`config.mk`:
```
export PLATFORM = sky130hd
export DESIGN_NAME = key_event
export DESIGN_NICKNAME = d
export VERILOG_FILES = /design/src/rtl/key_event.sv
export SDC_FILE = /design/constraint.sdc
export NUM_CORES = 1
export LEC_CHECK = 0
export BUFFER_PORTS_ARGS = -buffer_cell sky130_fd_sc_hd__buf_2
export CORE_MARGIN = 2
export CORE_UTILIZATION = 51
export DETAILED_ROUTE_END_ITERATION = 10
export GPL_ROUTABILITY_DRIVEN = 0
export PLACE_DENSITY = 0.77
export SLEW_MARGIN = 0
export SYNTH_ARGS = -nofsm -noshare
export SYNTH_HDL_FRONTEND = slang
export SYNTH_SLANG_ARGS = --single-unit
```
`constraint.sdc`:
```
create_clock -name CLK1K -period 1.44 [get_ports CLK1K]
set_input_delay 0.072 -clock CLK1K [delete_from_list [all_inputs] [get_ports CLK1K]]
set_output_delay 0.072 -clock CLK1K [all_outputs]
set_load 0.03 [all_outputs]
```
`src/rtl/key_event.sv`:
```
// rtl/key_event.sv - key gesture decoder: short, long, double click and auto-repeat pulses.
// Optional auto-repeat while held is enabled by defining KEY_EVENT_REPEAT_EN.
module key_event #(
   parameter logic ACTIVE_LOW = 1'b1,
   parameter int   LONG_MS    = 1000,
   parameter int   DBL_MS     = 300,
   parameter int   REPEAT_MS  = 200
) (
   input  logic CLK1K,
   input  logic RSTN,
   input  logic KEY_IN,
   output logic SHORT_P,
   output logic LONG_P,
   output logic DOUBLE_P,
   output logic REPEAT_P,
   output logic BUSY
);

   typedef enum logic [2:0] {IDLE, PRESS1, WAIT2, PRESS2, HELD} state_t;

   localparam logic [10:0] LONG_LAST = 11'(LONG_MS - 1);
   localparam logic [10:0] DBL_LAST  = 11'(DBL_MS - 1);
   localparam logic [10:0] CNT_MAX   = 11'h7FF;

   if (LONG_MS < 2 || LONG_MS > 2047 || DBL_MS < 2 || DBL_MS > 2047 ||
       REPEAT_MS < 2 || REPEAT_MS > 2047) begin : g_bad_param
      $error("key_event: timing parameters must lie in 2..2047");
   end

   state_t      state_q, state_d;
   logic [10:0] cnt_q, cnt_d, cnt_inc;
   logic        prev_q;
   logic        short_q, short_d;
   logic        long_q, long_d;
   logic        double_q, double_d;
   logic        busy_q;
   logic        pressed, press_edge;

   assign pressed    = KEY_IN ^ ACTIVE_LOW;
   assign press_edge = pressed & ~prev_q;
   assign cnt_inc    = (cnt_q == CNT_MAX) ? cnt_q : cnt_q + 11'd1;

`ifdef KEY_EVENT_REPEAT_EN
   localparam logic [10:0] REP_LAST = 11'(REPEAT_MS - 1);
   logic repeat_q, repeat_d;
`endif

   always_comb begin
      state_d  = state_q;
      cnt_d    = cnt_inc;
      short_d  = 1'b0;
      long_d   = 1'b0;
      double_d = 1'b0;
`ifdef KEY_EVENT_REPEAT_EN
      repeat_d = 1'b0;
`endif
      case (state_q)
         IDLE: begin
            cnt_d = '0;
            if (press_edge) state_d = PRESS1;
         end
         PRESS1: begin
            if (!pressed) begin
               state_d = WAIT2;
            end else if (cnt_q == LONG_LAST) begin
               state_d = HELD;
               long_d  = 1'b1;
            end
         end
         WAIT2: begin
            if (press_edge) begin
               state_d = PRESS2;
            end else if (cnt_q == DBL_LAST) begin
               state_d = IDLE;
               short_d = 1'b1;
            end
         end
         PRESS2: begin
            if (!pressed) begin
               state_d  = IDLE;
               double_d = 1'b1;
            end
         end
         HELD: begin
            if (!pressed) begin
               state_d = IDLE;
`ifdef KEY_EVENT_REPEAT_EN
            end else if (cnt_q == REP_LAST) begin
               repeat_d = 1'b1;
               cnt_d    = '0;
`endif
            end
         end
         default: state_d = IDLE;
      endcase
      // Every transition restarts the timer for the state being entered.
      if (state_d != state_q) cnt_d = '0;
   end

   always_ff @(posedge CLK1K or negedge RSTN) begin
      if (!RSTN) begin
         state_q  <= IDLE;
         cnt_q    <= '0;
         prev_q   <= 1'b1;
         short_q  <= 1'b0;
         long_q   <= 1'b0;
         double_q <= 1'b0;
         busy_q   <= 1'b0;
      end else begin
         state_q  <= state_d;
         cnt_q    <= cnt_d;
         prev_q   <= pressed;
         short_q  <= short_d;
         long_q   <= long_d;
         double_q <= double_d;
         busy_q   <= (state_d != IDLE);
      end
   end

`ifdef KEY_EVENT_REPEAT_EN
   always_ff @(posedge CLK1K or negedge RSTN) begin
      if (!RSTN) repeat_q <= 1'b0;
      else       repeat_q <= repeat_d;
   end
   assign REPEAT_P = repeat_q;
`else
   assign REPEAT_P = 1'b0;
`endif

   assign SHORT_P  = short_q;
   assign LONG_P   = long_q;
   assign DOUBLE_P = double_q;
   assign BUSY     = busy_q;

endmodule

```
==> metrics, run 1 <==
Power Density=878.4 nW/um^2; Seq/Total Area, Yosys=46.24%; Final period util=103.9%; pre-CTS setup slack=-0.08805 ns; hold_sp=KEY_IN; CP startpoint kind=flip-flop; setup bufs post-CTS=0; Post-DRT Antenna Nets=0; hold_ws=0.04599 ns; CP cell instances=nor4b_2, o211ai_1, o211ai_1, a32o_2, buf_6, a211oi_2; Via density=5.764; largest area contributor in the netlist=dfrtp_1; initial antenna violation count=0; CP endpoint kind=flip-flop; Mapped Area=1031 sq um; share of post-route cells with drive strength above 1=42.54%; final setup TNS=-0.5566 ns; grt total ovfl=0; wire per inst=15.08 um; HPWL after detailed placement=1757 um; RSZ-0062 raised after global routing=yes; Max Root-Sink Buffers=2; TritonCTS clock tree=done; Die X-Extent=48.96 um; Net Count, Synth=109; Hold Vio Cnt, Final=0; placed cells=156; CP delay by family, top=compound AO/OA/AOI/OAI gates; clock latency on the worst-skew pair=0.30 ns; Synth cell types=38; Yosys Warn Count=0; worst path required time=1.63 ns; Area contributors post-synth=dfrtp_1 44%, nor2_1 4.4%, nand3_1 3.9%, a211oi_2 3.6%, a21oi_1 3.4%; Vias=928; Area growth syn-to-layout=31.67%; Buffers on Ports=6; most frequent cell after synthesis=dfrtp_1; cell row count=16; EDFF count, synth=0; io pins=8; Core Area=1942 sq um; WS Path Type=flip-flop to flip-flop; #FFs+latches synth=19; drt drc=0; failing checks=negative setup slack; DIE HEIGHT=48.96 um; WP buf/inv=1; ant diodes=0; Initial DRT Pass Iterations=4; worst vdd ir=756.4 uV; Num CTS Buffers=3; Layout Cells excl Fill=161; 1st-iter DRT viols=24; final net count=139; ys async rst share=100.0%; Worst Hold Class=input port to flip-flop; Setup crit start=cnt_q[9]; fin worst setup slack=-0.05573 ns; Total GRT Usage=22.46%; Post-synth top cells=18 x dfrtp_1, 12 x nor2_1, 8 x nand3_1, 7 x a21oi_1; total of max-cap violations=0; global-route wire length before repair=4057 um; FF-to-FF Start=cnt_q[9]; Fin Clk Skew=0.001769 ns; Fmax=668.6 MHz; Clock Tree Root=clkbuf_4; Reg clk slew, reported paths=0.10 ns; syn_area_per_cell=9.819 sq um; Pleak=0.0006140 uW; Num Clock Sinks=19; top_reg_cell synth=dfrtp_1; Crit Path Max Fanout=5; post-synth top area share=43.69%; critical path's largest stage delay=0.41 ns; Initial Utilization=53.09%; Final min period=1.496 ns; largest net degree at the start of global routing=20; CP max stage cell=dfrtp_1; Die Footprint=2397 sq um; number of global-route vias before repair=880; Gate Count Post-Synth=105; CP Data Arrival Time=1.68 ns; Slew Viols, Final=0; final setup fails=12; H-tree depth=1; WL final=2428 um; cell mode on critical path=o211ai_1; FILL cells=145; status=finished, violations left
## final timing paths
check	end	slack, ns	depth (start not counted)
hold / removal	state_q[2]	0.05	2
setup reg to reg	cnt_q[3]	-0.06	6
hold reg to reg	state_q[1]	0.50	1
min in group asynchronous	BUSY	0.23	2
setup / recovery	cnt_q[3]	-0.06	6
max in group asynchronous	prev_q	0.88	2
## cells by family (layout without fill, tap and decap cells)
logic type	Yosys count	in the layout	share of synthesized area [%]
other cells	1	1	0.3637
simple gates	44	44	25.36
flops	19	19	46.24
buf+inv	11	40	5.702
fa+ha+maj	1	1	1.213
mux	2	2	1.942
compound gates	25	25	17.48
xor+xnor	2	2	1.699
## repair_timing
action | in CTS | in global routing
hold buffers | 1 | 0
endpoints found under the hold margin | 18 | 0
pin swaps | 9 | 5
gates resized for setup | 9 | 4
endpoints found under the setup margin | 14 | 15
## final cells by class
class / instances / area [sq um] / share of cell area [%]
Timing Repair Buffer: 33 / 246.5 / 18.16
Multi-Input combinational cell: 75 / 563.0 / 41.47
Tap cell: 27 / 33.78 / 2.488
Clock buffer: 4 / 26.28 / 1.935
Sequential cell: 19 / 476.7 / 35.12
Inverter: 3 / 11.26 / 0.8295
## cell usage in the layout, fill, tap and decap left out, types with 2 or more instances in the layout
cell      Yosys  routed
a211oi_2      3       3
nor3_1        3       2
a31oi_1       4       3
nand3_2       0       2
a21oi_1       7       6
clkbuf_4      0       3
dfrtp_1      18      18
nand4_1       2       2
and3_1        2       2
and4_1        4       4
mux2i_1       2       2
buf_4         2      23
o21ai_0       3       3
xnor2_1       2       2
nor2_1       12       8
buf_6         1       3
inv_1         3       3
nand2_1       4       4
o211ai_1      2       2
nand3_1       8       6
buf_2         1       6
nor2_2        0       4
## registers in the layout, indices dropped and copies added, names as in the netlist
name / count
BUSY: 1
DOUBLE_P: 1
cnt_q: 11
SHORT_P: 1
LONG_P: 1
prev_q: 1
state_q: 3
## layer usage
| metal | global-route usage, % | share of wire (%) |
|---|---|---|
| met1 | 28.69 | 45 |
| met3 | 3.681 | 2.3 |
| met2 | 38.13 | 52 |
| met5 | 0 | 0 |
| met4 | 8.571 | 1.6 |
## where the power goes
group | switching, uW | internal (uW) | leakage (uW) | total (uW)
logic | 170 | 153 | 0.000345 | 323
registers | 32.2 | 568 | 0.000254 | 600
clock network | 162 | 108 | 0.0000150 | 270
total | 364 | 829 | 0.000614 | 1190
## through the flow
step | power, uW | instance area, sq um | utilization (%)
after CTS | 1179 | 1339 | 68.94
after floorplan | 764.1 | 1061 | -
after global placement | 873.4 | 1269 | 65.34
after detailed placement | 886.7 | 1269 | 65.34
after global routing | 1251 | 1358 | 69.91
final | 1192 | 1358 | 69.91
Power figures use the tool's default switching activity.
==> run 2, diff against run 1 <==
--- a/config.mk
+++ b/config.mk
@@ -11,6 +11,7 @@
 export DETAILED_ROUTE_END_ITERATION = 10
 export GPL_ROUTABILITY_DRIVEN = 0
 export PLACE_DENSITY = 0.77
+export SETUP_SLACK_MARGIN = 0.15
 export SLEW_MARGIN = 0
 export SYNTH_ARGS = -nofsm -noshare
 export SYNTH_HDL_FRONTEND = slang
==> metrics, run 2 (synthesized netlist as in run 1, its figures left out) <==
Num Clock Sinks=19 (unchanged); Final period util=107.8% (+3.9 points); Hold Vio Cnt, Final=0 (unchanged); hold_sp=KEY_IN; Power Density=885.5 nW/um^2 (+0.81%); status=finished, violations left; Int Power=813.7 uW (-1.8%); crit path capture=BUSY; HPWL after detailed placement=1600 um (-8.9%); FF-to-FF Start=cnt_q[9]; RSZ-0062 raised after global routing=yes; DIE HEIGHT=48.96 um (unchanged); Clk network pwr share=23.9% (+1.3 points); wire per inst=14.86 um (-1.4%); largest net degree at the start of global routing=20 (unchanged); total of max-cap violations=0 (unchanged); sw frac=30.65% (+0.13 points); TritonCTS clock tree=done; number of global-route vias before repair=860 (-2.3%); Buffers on Ports=6 (unchanged); fin worst setup slack=-0.1118 ns (-0.05602 ns); met2 Resource Use GR=33.56% (-4.6 points); Pleak=0.0005778 uW (-5.9%); Die Footprint=2397 sq um (unchanged); Initial Utilization=53.09% (unchanged); worst path required time=1.63 ns (about the same); max FFs per register=11 (unchanged); met3 Use GR=3.681% (unchanged); Fin Clk Skew=0.006684 ns (+0.004915 ns); reg2reg path depth=5 (-1); Post-DRT Antenna Nets=0 (unchanged); Flop pwr share=51.4% (+1.1 points); Initial DRT Pass Iterations=7 (+3); Die X-Extent=48.96 um (unchanged); io pins=8 (unchanged); Setup crit start=cnt_q[9]; hold_ws=0.03122 ns (-0.01477 ns); ant diodes=0 (unchanged); Sw Pwr=359.7 uW (-1.2%); Fmax=644.4 MHz (-3.6%); largest reg by FF count=cnt_q; Final min period=1.552 ns (+0.05602 ns); combinational fraction of design power=24.7% (-2.4 points); WS Path Type=flip-flop to flip-flop; GRT busiest layer=met2; 1st-iter DRT viols=62 (+160%); Reg clk slew, reported paths=0.11 ns (about the same); Core Area=1942 sq um (unchanged); final setup fails=12 (unchanged); worst reg2reg endpoint=BUSY; H-tree depth=1 (unchanged); clock latency on the worst-skew pair=0.31 ns (about the same); Area after DPL=1219 sq um (-3.9%); Clock Tree Root=clkbuf_4; Vias=933 (+0.54%); initial antenna violation count=0 (unchanged); Via density=6.098 (+5.8%); commonest non-fill, non-tap cell in the layout=dfrtp_1; Worst Hold Class=input port to flip-flop; CP endpoint kind=flip-flop; global-route wire length before repair=3898 um (-3.9%); Total GRT Usage=21.13% (-1.3 points); hold path depth=2 (unchanged); commonest non-fill, non-tap cells in the layout=17 x dfrtp_1, 15 x buf_4, 10 x nor2_1; CP startpoint kind=flip-flop; failing checks=negative setup slack; Num CTS Buffers=3 (unchanged); Slew Viols, Final=0 (unchanged); final net count=131 (-5.8%); drt drc=0 (unchanged); met1 Usage GRT=29.35% (+0.67 points); CP Data Arrival Time=1.75 ns (+0.07 ns); Crit Path Max Fanout=3 (-2); r2r setup slk=-0.11 ns (-0.06 ns); Max Root-Sink Buffers=2 (unchanged); share of post-route cells with drive strength above 1=38.10% (-4.4 points); WL final=2274 um (-6.3%); post-route cell area=1325 sq um (-2.4%); cell row count=16 (unchanged); grt total ovfl=0 (unchanged); Largest regs=cnt_q (11), state_q (3); Area growth syn-to-layout=28.52%; worst vdd ir=679.2 uV (-10%)
[run 2: changes by cell type in the layout (fill, tap and decap cells not counted), sizes merged]
cell | before | now
clkinvlp | 0 | 1
buf | 32 | 24
clkbuf | 4 | 3
[run 2: metrics by stage]
stage	setup TNS (ns)	worst slack (ns)	utilization [%]	std cells	total power [uW]
after floorplan	-0.006973	-0.002333	-	105	766.7
after global placement	-0.5589	-0.08370	62.76	147	848.4
after detailed placement	-1.655	-0.1754	62.76	147	857.4
after CTS	-0.9197	-0.08052	66.75	153	1178
after global routing	-1.920	-0.1751	68.23	153	1244
final	-1.247	-0.1118	68.23	153	1173
[run 2: timing repair]
action                     4_1_cts  5_1_grt
resized for setup                3        8
pin swaps                        6        3
setup buffers                    1        0
hold endpoints to repair        19        0
hold buffers                     1        0
setup endpoints to repair       17       17
[run 2: worst max-delay path: stages (launching register included)]
cell,delay [ns]
dfrtp_1,0.43
nor4b_2,0.29
o211ai_1,0.16
or2_4,0.30
a31oi_1,0.16
o22ai_1,0.10
[run 2: worst min-delay path by stage]
stage / endpoint / slack [ns]
floorplan: BUSY / -0.22
global placement: SHORT_P / 0.02
detailed placement: SHORT_P / 0.02
CTS: LONG_P / 0.01
global route: LONG_P / 0.02
finish: LONG_P / 0.03
[run 2: final cells by class]
| cell class | count | area (sq um) |
|---|---|---|
| Clock inverter | 1 | 7.507 |
| Multi-Input combinational cell | 75 | 568.0 |
| Fill cell | 153 | 616.8 |
| Clock buffer | 3 | 22.52 |
| Inverter | 3 | 11.26 |
| Sequential cell | 19 | 478.0 |
| Timing Repair Buffer | 25 | 203.9 |
| Tap cell | 27 | 33.78 |
[run 2: per-layer routing]
layer / wire length, um / share of wire (%)
met2: 1088 / 48
met5: 0 / 0
met1: 1030 / 45
met4: 25 / 1.1
met3: 128 / 5.6
[run 2: power by group through the flow]
stage / combinational (uW) / clock (uW) / sequential (uW)
finish: 290 / 280 / 603
global route: 308 / 326 / 610
CTS: 284 / 291 / 603
detailed placement: 244 / 0 / 613
global placement: 236 / 0 / 612
floorplan: 142 / 0 / 625
